**src/rtl/random_pulse_gen.sv**
```systemverilog
// random_pulse_gen
//   Random pulse source for stimulus and self-test. A 16-bit Galois LFSR
//   (taps 16'hB400, shifting right) picks, for each pulse, a gap before it,
//   a pulse width and an active channel. With a fixed seed the sequence is
//   reproducible.
//
//   Optional feature: define RANDOM_PULSE_MULTI_EN to drive a multi-channel
//   mask during PULSE. The mask is lfsr[15:0] replicated across WIDTH bits,
//   ORed with the drawn channel bit, so it is never zero. Without the macro,
//   dout is strictly one-hot or zero.
//
// Ports
//   clk        in   1      clock
//   rst        in   1      async reset, active-high
//   en         in   1      run enable; the LFSR advances only while en=1
//   load_seed  in   1      load seed_in into the LFSR (honoured in IDLE/DONE only)
//   seed_in    in   16     seed value; 0 is replaced by SEED
//   dout       out  WIDTH  registered pulse output
//   busy       out  1      1 in GAP or PULSE
//   done       out  1      1 in DONE
//   pulse_cnt  out  16     pulses completed this run, saturating
module random_pulse_gen #(
  parameter int          WIDTH      = 10,
  parameter int          UNIT       = 20,
  parameter int          GAP_MAX    = 5,
  parameter int          PW_MIN     = 1,
  parameter int          PW_MAX     = 3,
  parameter int          NUM_PULSES = 100,
  parameter logic [15:0] SEED       = 16'hACE1
) (
  input  logic             clk,
  input  logic             rst,
  input  logic             en,
  input  logic             load_seed,
  input  logic [15:0]      seed_in,
  output logic [WIDTH-1:0] dout,
  output logic             busy,
  output logic             done,
  output logic [15:0]      pulse_cnt
);

  localparam logic [15:0] TAPS = 16'hB400;
  localparam int GMAX = GAP_MAX * UNIT;
  localparam int PMAX = PW_MAX * UNIT;
  localparam int CMAX = (GMAX > PMAX) ? GMAX : PMAX;
  localparam int CW   = $clog2(CMAX + 1);
  localparam int CHW  = $clog2(WIDTH);

  typedef enum logic [1:0] {IDLE, GAP, PULSE, DONE} state_t;

  state_t           state;
  logic [15:0]      lfsr, lfsr_nxt;
  logic [CW-1:0]    gap_ctr, pw_ctr;
  logic [CW-1:0]    gap_d, pw_d;
  logic [CHW-1:0]   chan_d;
  logic [WIDTH-1:0] pat, pat_d;     // value driven onto dout for this pulse
  logic [16:0]      cnt_inc;
  logic             last_pulse;
  logic             seed_ok;

  // Draws come from the current LFSR value, taken on the edge that enters GAP.
  // The width counter is loaded at GAP entry (p*UNIT-1) and left untouched
  // until PULSE starts counting it down.
  always_comb begin
    lfsr_nxt = lfsr[0] ? ((lfsr >> 1) ^ TAPS) : (lfsr >> 1);
    chan_d   = CHW'(int'(lfsr[7:0]) % WIDTH);
    gap_d    = CW'((int'(lfsr[11:4]) % (GAP_MAX + 1)) * UNIT);
    pw_d     = CW'((PW_MIN + int'(lfsr[15:8]) % (PW_MAX - PW_MIN + 1)) * UNIT - 1);
    pat_d    = '0;
`ifdef RANDOM_PULSE_MULTI_EN
    for (int i = 0; i < WIDTH; i++) pat_d[i] = lfsr[i % 16];
    pat_d = pat_d | (WIDTH'(1) << chan_d);
`else
    pat_d = WIDTH'(1) << chan_d;
`endif
    cnt_inc    = {1'b0, pulse_cnt} + 17'd1;
    last_pulse = (NUM_PULSES != 0) && (cnt_inc == 17'(NUM_PULSES));
    seed_ok    = load_seed && (state == IDLE || state == DONE);
  end

  always_ff @(posedge clk or posedge rst) begin
    if (rst) begin
      lfsr      <= SEED;
      state     <= IDLE;
      dout      <= '0;
      busy      <= 1'b0;
      done      <= 1'b0;
      pulse_cnt <= '0;
      gap_ctr   <= '0;
      pw_ctr    <= '0;
      pat       <= '0;
    end else begin
      // A zero seed would lock the LFSR, so it falls back to SEED.
      if (seed_ok)  lfsr <= (seed_in == 16'd0) ? SEED : seed_in;
      else if (en)  lfsr <= lfsr_nxt;

      case (state)
        IDLE: begin
          dout <= '0;
          // A seed load in the same cycle as en takes priority; stay put.
          if (en && !load_seed) begin
            state   <= GAP;
            busy    <= 1'b1;
            gap_ctr <= gap_d;
            pw_ctr  <= pw_d;
            pat     <= pat_d;
          end
        end
        GAP: begin
          if (!en) begin
            state <= IDLE;
            busy  <= 1'b0;
          end else if (gap_ctr == '0) begin
            state <= PULSE;
            dout  <= pat;
          end else begin
            gap_ctr <= gap_ctr - 1'b1;
          end
        end
        PULSE: begin
          // en is ignored here so a pulse always runs its full width.
          if (pw_ctr != '0) begin
            pw_ctr <= pw_ctr - 1'b1;
          end else begin
            dout <= '0;
            if (pulse_cnt != 16'hFFFF) pulse_cnt <= pulse_cnt + 16'd1;
            if (last_pulse) begin
              state <= DONE;
              busy  <= 1'b0;
              done  <= 1'b1;
            end else if (en) begin
              state   <= GAP;
              gap_ctr <= gap_d;
              pw_ctr  <= pw_d;
              pat     <= pat_d;
            end else begin
              state <= IDLE;
              busy  <= 1'b0;
            end
          end
        end
        DONE: begin
          dout <= '0;
          if (!en) begin
            state     <= IDLE;
            done      <= 1'b0;
            pulse_cnt <= '0;
          end
        end
        default: begin
          state <= IDLE;
          busy  <= 1'b0;
          done  <= 1'b0;
          dout  <= '0;
        end
      endcase
    end
  end

endmodule

```
**config.mk**
```make
export PLATFORM = sky130hd
export DESIGN_NAME = random_pulse_gen
export DESIGN_NICKNAME = d
export VERILOG_FILES = /design/src/rtl/random_pulse_gen.sv
export SDC_FILE = /design/constraint.sdc
export NUM_CORES = 1
export LEC_CHECK = 0
export BUFFER_PORTS_ARGS = -buffer_cell sky130_fd_sc_hd__buf_2
export CAP_MARGIN = 30
export CELL_PAD_IN_SITES_DETAIL_PLACEMENT = 0
export CELL_PAD_IN_SITES_GLOBAL_PLACEMENT = 2
export CORE_AREA = 2 2 130 132
export CTS_CLUSTER_DIAMETER = 200
export CTS_CLUSTER_SIZE = 8
export DETAILED_ROUTE_END_ITERATION = 8
export DIE_AREA = 0 0 132 134
export PLACE_DENSITY_LB_ADDON = 0.3
export SETUP_SLACK_MARGIN = 0.2
export SLEW_MARGIN = 20
export SYNTH_ARGS = -nofsm -noshare
export SYNTH_HDL_FRONTEND = slang
export SYNTH_SLANG_ARGS = --single-unit
export TNS_END_PERCENT = 100
```
**constraint.sdc**
```tcl
create_clock -name clk -period 11.95 [get_ports clk]
set_clock_uncertainty 0.15 [all_clocks]
set_input_delay 1.195 -clock clk [delete_from_list [all_inputs] [get_ports clk]]
set_output_delay 1.195 -clock clk [all_outputs]
set_load 0.01 [all_outputs]
```
* After elaboration in Yosys (flattened, before gate mapping)
Cells that the tools add are included.
** Storage, ports and cells
- Register bits after elaboration :: 70
- Latch bits :: 0
- Bits in writable memories :: 0
- Bits in read-only memories :: 0
- Input port bits :: 20
- Output and inout bits :: 28
- Logic and storage cells :: 107
- Memories :: 0
** Operators by class
- Add/subtract/negate cells :: 6
- Multiply operators :: 2
- Divide/modulo/power cells :: 3
- Magnitude comparators :: 0
- Equality and inequality tests :: 18
- Shift-type cells :: 1
- Mux-type cells :: 46
- Bitwise gates (word level) :: 1
- Reduce and logical (&&, ||, !) cells :: 21
** Operators by type and width (number)
- 16-bit 2-to-1 mux :: 7
- 10-bit 2-to-1 mux :: 7
- 7-bit 2-to-1 mux :: 10
- 32-bit by 4-bit multiplier with 5-bit output, second input constant :: 2
- 2-bit by 32-bit adder with 32-bit output, first input constant :: 1
- 9-bit by 3-bit remainder unit with 32-bit output, second input constant :: 1
- 9-bit by 4-bit remainder unit with 32-bit output, second input constant :: 1
- 9-bit by 5-bit remainder unit with 32-bit output, second input constant :: 1
- 16-bit case mux with 2 select lines :: 1
- 10-bit case mux with 3 select lines :: 1
- 7-bit case mux with 3 select lines :: 1
- 10-bit case mux with 2 select lines :: 1
- 2-bit != test, second input constant :: 9
- 16-bit by 1-bit adder with 17-bit output, second input constant :: 1
- 17-bit by 7-bit equality test with 1-bit output, second input constant :: 1
- 16-bit by 1-bit adder with 16-bit output, second input constant :: 1
- 16-bit logical NOT :: 1
- 16-bit != test, second input constant :: 1
- 4-bit AND reduction :: 4
- 7-bit case mux with 2 select lines :: 1
- 7-bit by 1-bit subtractor with 7-bit output, second input constant :: 2
- 2-bit 2-to-1 mux :: 6
- 1-bit by 4-bit left shift with 10-bit output, first input constant :: 1
- 3-bit != test, second input constant :: 3
- 21 further kinds :: 33

* Longest topological paths before layout
Gate-level depths: netlist (run 1).
- Depth in word-level cells :: 8
- Depth in mapped cells :: 31
- Gate-level depth less buffers :: 28

* Worst setup path after synthesis (run 1)
OpenSTA, ideal clock, no wires.
- Path kind :: reg2reg
- Start :: register lfsr[14]
- End :: register pw_ctr[6]
- Library setup time :: 0.134 ns
- Data arrival time :: 5.854 ns
- Data required time :: 11.666 ns
- Setup slack :: 5.812 ns
- Stages on the path, launching flop included :: 30
- Path buffers :: 2
- Period minus slack after synthesis :: 6.138 ns
- Path through :: dfrtp_1 buf_4 clkbuf_1 ha_1 and4b_1 a211o_1 o21ai_2 o311ai_0 a22o_1 ha_1 inv_1 o221ai_2 nor3_1 nand2_1 a21oi_1 ha_1 a31oi_2 and3_4 xnor2_1 ha_1 xnor3_1 nor2b_1 ha_1 xnor2_1 xnor2_1 xnor2_1 xnor2_2 and3_1 o2111ai_1 nand4_1
** Between the ends
- Longest elaborated chain between the ends :: 8
- Elaborated cells between the ends (all ways) :: 9
- Those cells by class :: add/sub: 2; mul: 1; div: 1; mux: 5
** Ends and longest elaborated chain
- from (decl) :: RTL line 52 : logic [15:0] lfsr, lfsr_nxt;
- from (signal assigned) :: RTL line 94 : if (seed_ok) lfsr <= (seed_in == 16'd0) ? SEED : seed_in;
- from (signal assigned) :: RTL line 95 : else if (en) lfsr <= lfsr_nxt;
- 9-bit by 3-bit remainder unit with 32-bit output * :: RTL line 68 : pw_d = CW'((PW_MIN + int'(lfsr[15:8]) % (PW_MAX - PW_MIN + 1)) * UNIT - 1);
- 2-bit by 32-bit adder with 32-bit output * :: RTL line 68
- 32-bit by 4-bit multiplier with 5-bit output * :: RTL line 68
- 7-bit by 2-bit subtractor with 7-bit output * :: RTL line 68
- 7-bit 2-to-1 mux :: RTL line 131 : end else if (en) begin
- 7-bit 2-to-1 mux :: RTL line 127 : if (last_pulse) begin
- 7-bit 2-to-1 mux :: RTL line 122 : if (pw_ctr != '0) begin
- 7-bit case mux with 2 select lines * :: RTL line 97 : case (state)
- to (signal assigned) :: RTL line 105 : pw_ctr <= pw_d;
- to (signal assigned) :: RTL line 123 : pw_ctr <= pw_ctr - 1'b1;
- to (signal assigned) :: RTL line 134 : pw_ctr <= pw_d;
- to (decl) :: RTL line 53 : logic [CW-1:0] gap_ctr, pw_ctr;
Every way passes the cells marked *; elsewhere a longest branch is shown, timed or not. The select of a mux whose other input is x is not followed.
A chain may end at the register's enable or synchronous reset.

* Worst setup path in the final report (run 1)
- Start :: register lfsr[15]
- End :: register pw_ctr[6]
The elaborated chain is that of the path after synthesis.

==> impl_metrics.env, run 1 <==
export IMPL_gp_congestion=0.870
export IMPL_ys_top_cells_by_area="dfrtp_1, o21ai_0, nand2_1"
export IMPL_dr_pass1_iters=5
export IMPL_setup_viol=0
export IMPL_clockBufferDepth=2
export IMPL_relSlewSlack_pct=52.9
export IMPL_drv_cap=0
export IMPL_fin_ws_ns=5.04
export IMPL_antenna_cells=0
export IMPL_die_x_um=132
export IMPL_pre_cts_ws_ns=5.14
export IMPL_crit_path_end_kind="flip-flop"
export IMPL_crit_type="flip-flop to flip-flop"
export IMPL_holdCritPathClass="flip-flop to flip-flop"
export IMPL_drt_initial_drc_count=329
export IMPL_cts_tree="done"
export IMPL_dp_hpwl_mm=12.2
export IMPL_max_freq_mhz=145
export IMPL_syn_area_mm2=0.00642
export IMPL_drc_errors=0
export IMPL_synth_warnings=0
export IMPL_final_area_mm2=0.00707
export IMPL_path_clk_slew_ns=0.06
export IMPL_cts_root_buf="clkbuf_16"
export IMPL_synth_top_area_share_pct=24.2
export IMPL_io_pins=48
export IMPL_grt_overflow_total=0
export IMPL_port_buffers=47
export IMPL_die_area_mm2=0.0177
export IMPL_num_rows=47
export IMPL_grt_pass1_wl_mm=28.0
export IMPL_cts_hold_buf=0
export IMPL_fin_tns_setup_ns=0
export IMPL_postCtsResizedCells=0
export IMPL_yosys_cell_types_count=91
export IMPL_report_final_slew_viol_count=0
export IMPL_die_y_um=134
export IMPL_rsz0062_at_grt="no"
export IMPL_num_vias=5987
export IMPL_synth_top_cells_by_count="nand2_1, o21ai_0, dfrtp_1, nor2_1, a21oi_1"
export IMPL_yosysMostFrequentCell="nand2_1"
export IMPL_seq_area_frac_synth_pct=27.5
export IMPL_worstSkewPairLatency_ns=0.34
export IMPL_async_reset_ff_share_pct=100
export IMPL_syn2layout_area_growth_pct=10.2
export IMPL_yosys_area_top_type="dfrtp_1"
export IMPL_cts_sinks=70
export IMPL_grt_max_degree=41
export IMPL_nNetsFinal=865
export IMPL_fillers=1642
export IMPL_post_route_period_util_pct=57.8
export IMPL_status="complete, no violations"
export IMPL_tightest_slew_ns=0.706
export IMPL_track_usage_pct=18.8
export IMPL_hold_viol_final=0
export IMPL_ys_flop_type="dfrtp_1"
export IMPL_syn_inst=810
export IMPL_wirelength_mm=16.4
export IMPL_ant_nets=0
export IMPL_critPathMaxFanout=16
export IMPL_crit_path_start_kind="flip-flop"
export IMPL_core_area_mm2=0.0163
export IMPL_synth_edf_count=0
export IMPL_ys_ff_latch=70
export IMPL_start_util_pct=39.4
export IMPL_viasPerCell=5.71
export IMPL_fin_crit_ns=6.91
export IMPL_whs_ns=0.324
export IMPL_htreeDepth=3
export IMPL_antenna_found_initial=0
export IMPL_drive_above_1_share_pct=13.8
export IMPL_grt_pass1_vias=5662
export IMPL_avgSynthCellArea_um2=7.92
export IMPL_post_cts_buffers=0
export IMPL_syn_num_nets=852
export IMPL_placed_cell_area_mm2=0.00676
export IMPL_cts_buffers_inserted=9
export IMPL_required_ns=12.01
export IMPL_worstPathArrival_ns=6.97
export IMPL_avgRoutedWirePerCell_um=15.6
-- worst paths after layout --
| path | start | end | slack [ns] | cells after the start |
|---|---|---|---|---|
| worst max-delay path | lfsr[15] | pw_ctr[6] | 5.04 | 27 |
| worst min-delay path | pat[6] | pat[6] | 0.32 | 2 |
| worst max register to register | lfsr[15] | pw_ctr[6] | 5.04 | 27 |
| worst min register to register | pat[6] | pat[6] | 0.32 | 2 |
| max in group asynchronous | rst | lfsr[0] | 9.86 | 3 |
| min in group asynchronous | rst | pulse_cnt[3] | 0.81 | 2 |
-- cell type report --
class | count | area [um2] | area share (%)
multi-input combinational | 654 | 4310 | 60.9
sequential | 70 | 1760 | 24.9
tap | 220 | 275 | 3.89
clock inverter | 6 | 86.3 | 1.22
timing repair buffer | 53 | 280 | 3.96
inverter | 35 | 131 | 1.86
clock buffer | 10 | 229 | 3.24
-- flip-flops by register name (all words and copies together), names as in the netlist, 2 cells and up --
register / cells
dout: 10
gap_ctr: 7
lfsr: 16
pat: 10
pulse_cnt: 16
pw_ctr: 7
state: 2
-- critical path, stage by stage (launching register included) --
cell and delay (ns):
dfstp_2 0.68, ha_1 0.32, and4b_1 0.21, a211o_1 0.33
o21ai_2 0.23, o311ai_0 0.17, a22o_1 0.25, ha_1 0.22
inv_1 0.09, o221ai_2 0.14, nor3_1 0.34, nand2_1 0.12
a21oi_1 0.29, ha_1 0.27, a31oi_2 0.08, and3_4 0.23
xnor2_1 0.28, ha_1 0.33, xnor3_1 0.49, nor2b_1 0.16
ha_1 0.20, xnor2_1 0.17, xnor2_1 0.12, xnor2_1 0.25
xnor2_2 0.14, and3_1 0.20, o2111ai_1 0.19, nand4_1 0.11
-- per-layer routing --
metal  track usage [%]  share of wire (%)  up-vias
li1                  -                  -     3027
met1              25.6                 49     2828
met2              31.5                 47      119
met3              2.49                3.3       13
met4              5.19                1.1        0
met5                 0                  0        -
-- cells in the final DEF (no fill, tap or decap), drive strengths merged, types with 18 or more instances in the layout --
cell type	Yosys	layout
o21ai	95	95
nand2	83	83
nor2	62	62
dfrtp	62	62
a21oi	56	56
buf	19	53
inv	35	35
nand3	31	31
ha	22	22
xnor2	20	20
mux2i	19	19
nor3	18	18
-- stage by stage --
step / std cells / utilization [%]
final: 1048 / 43.4
after global routing: 1048 / 43.4
after CTS: 1048 / 43.4
after detailed placement: 1032 / 41.5
after global placement: 1032 / 41.5
after floorplan: 810 / -
-- cell families (layout without fill, tap and decap cells) --
logic type | after synthesis | after routing | synth area share [%]
buffers and inverters | 86 | 104 | 5.42
muxes | 21 | 21 | 3.32
adders and majority gates | 24 | 24 | 4.60
AOI/OAI and AO/OA | 282 | 282 | 30.6
and+or+nand+nor | 294 | 294 | 23.6
DFF | 70 | 70 | 27.5
xor gates and xnor gates | 33 | 33 | 5.05
Power of run 1 is left out: the tool's default activity adds up to more than one toggle a clock period on the data nets, which glitch-free logic cannot reach.
==> run 2: changes to the inputs <==
CORE_AREA = 2 2 135 137   (was 2 2 130 132)
DIE_AREA = 0 0 137 139   (was 0 0 132 134)
clock period = 6.6 ns   (was 11.95 ns; I/O delays follow)
==> run 2 against run 1 <==
Against the previous run: hold slack got worse by 0.055 ns; count of clock-buffer cells in the layout decreased by 1; sequential share of layout area decreased by 0.52 points; routed wire length increased by 3.8%; sequential cell count unchanged; maximum frequency increased by 15%; register-to-register slack got worse by 4.5 ns; largest cell class unchanged; die area increased by 7.7%; highest routed layer unchanged.
==> impl_metrics.env, run 2 (synthesis results as in run 1) <==
export IMPL_core_area_mm2=0.0177
export IMPL_ant_nets=0
export IMPL_cts_buffers_inserted=9
export IMPL_crit_end="pw_ctr[6]"
export IMPL_gp_congestion=0.828
export IMPL_cts_root_buf="clkbuf_16"
export IMPL_r2r_end="pw_ctr[6]"
export IMPL_crit_type="flip-flop to flip-flop"
export IMPL_post_route_period_util_pct=91.3
export IMPL_cts_sinks=70
export IMPL_report_final_slew_viol_count=0
export IMPL_dp_hpwl_mm=12.6
export IMPL_holdCritPathClass="primary input to async pin"
export IMPL_start_util_pct=36.3
export IMPL_slowest_stage="dfstp_2"
export IMPL_cpPeakStageDelay_ns=0.53
export IMPL_die_area_mm2=0.0190
export IMPL_r2r_slack_ns=0.57
export IMPL_startpoint="lfsr[15]"
export IMPL_whs_ns=0.270
export IMPL_cts_tree="done"
export IMPL_dr_pass1_iters=7
export IMPL_track_usage_pct=17.7
export IMPL_rsz0062_at_grt="no"
export IMPL_num_rows=49
export IMPL_setup_viol=0
export IMPL_crit_path_start_kind="flip-flop"
export IMPL_hold_viol_final=0
export IMPL_num_vias=6130
export IMPL_worstSkewPairLatency_ns=0.35
export IMPL_crit_path_frequent_cell="ha_1"
export IMPL_mostFrequentLayoutCell="nand2_1"
export IMPL_avgRoutedWirePerCell_um=15.9
export IMPL_grt_max_degree=41
export IMPL_nNetsFinal=875
export IMPL_grt_pass1_wl_mm=28.0
export IMPL_critPathMaxFanout=6
export IMPL_grt_overflow_total=0
export IMPL_place_inst=1046
export IMPL_status="complete, no violations"
export IMPL_antenna_cells=0
export IMPL_viasPerCell=5.75
export IMPL_port_buffers=47
export IMPL_htreeDepth=3
export IMPL_relSlewSlack_pct=53.4
export IMPL_final_core_util_pct=40.9
export IMPL_drt_initial_drc_count=371
export IMPL_wirelength_mm=17.0
export IMPL_fin_crit_ns=6.03
export IMPL_fillers=1845
export IMPL_tightest_slew_ns=0.699
export IMPL_final_cell_mix="nand2_1, o21ai_0, dfrtp_1, nor2_1, a21oi_1"
export IMPL_top_usage_layer="met2"
export IMPL_die_y_um=139
export IMPL_worst_r2r_startpoint="lfsr[15]"
export IMPL_use_met1_pct=23.9
export IMPL_rr_worst_depth=27
export IMPL_clockBufferDepth=2
export IMPL_drive_above_1_share_pct=16.5
export IMPL_drc_errors=0
export IMPL_antenna_found_initial=0
export IMPL_path_clk_slew_ns=0.06
export IMPL_instances_no_fill=1067
export IMPL_met3_usage_pct=2.92
export IMPL_crit_path_end_kind="flip-flop"
export IMPL_fin_tns_setup_ns=0
export IMPL_grt_pass1_vias=5702
export IMPL_max_freq_mhz=166
export IMPL_required_ns=6.66
export IMPL_drv_cap=0
export IMPL_met2_usage_pct=29.5
export IMPL_io_pins=48
export IMPL_die_x_um=137
export IMPL_reg_top3="lfsr (16), pulse_cnt (16)"
export IMPL_syn2layout_area_growth_pct=12.6
export IMPL_worstPathArrival_ns=6.09
## run 2: changes by cell type in the layout (fill, tap and decap cells not counted), sizes merged
cell	delta
buf	+10
clkbuf	-1
clkinvlp	+2
clkinv	-3
bufinv	-1
inv	+3
## run 2: area by class of cell
| cell class | instances | area (um2) | area share [%] |
|---|---|---|---|
| Clock buffer | 9 | 225 | 3.12 |
| Inverter | 35 | 131 | 1.82 |
| Clock inverter | 7 | 78.8 | 1.09 |
| Timing Repair Buffer | 63 | 355 | 4.92 |
| Tap cell | 229 | 287 | 3.97 |
| Multi-Input combinational cell | 654 | 4380 | 60.7 |
| Sequential cell | 70 | 1760 | 24.4 |
## run 2: layer usage
metal	share of wire (%)	up-vias
li1	-	3044
met1	48	2964
met2	47	110
met3	3.5	12
met4	0.85	0
met5	0	-
## run 2: worst max-delay path: cells and delay by family (launching register included)
family / cells / cell delay, ns
compound gates: 9 / 1.55
flops: 1 / 0.53
buf+inv: 1 / 0.10
simple gates: 7 / 1.36
xor+xnor: 5 / 1.07
fa+ha+maj: 5 / 1.14
## run 2: per-stage QoR
step	setup WS [ns]	area [um2]
after floorplan	0.462	6420
after global placement	0.302	6800
after detailed placement	0.130	6800
after CTS	0.282	7120
after global routing	0.184	7220
final	0.575	7220
## run 2: repair_timing
item / in CTS / in global routing
resized for setup: 0 / 15
endpoints found under the hold margin: 0 / 0
hold buffers: 0 / 0
pin swaps: 0 / 6
setup buffers: 1 / 4
endpoints found under the setup margin: 1 / 1
## run 2: worst min-delay path by stage
| stage | to | slack [ns] | cells past startpoint |
|---|---|---|---|
| after global routing | pulse_cnt[6] | 0.33 | 2 |
| after floorplan | pat[0] | 0.30 | 2 |
| after global placement | pat[0] | 0.32 | 2 |
| final | pulse_cnt[6] | 0.27 | 2 |
| after detailed placement | pat[9] | 0.32 | 2 |
| after CTS | pulse_cnt[6] | 0.29 | 2 |
Power of run 2 is left out for the same reason.
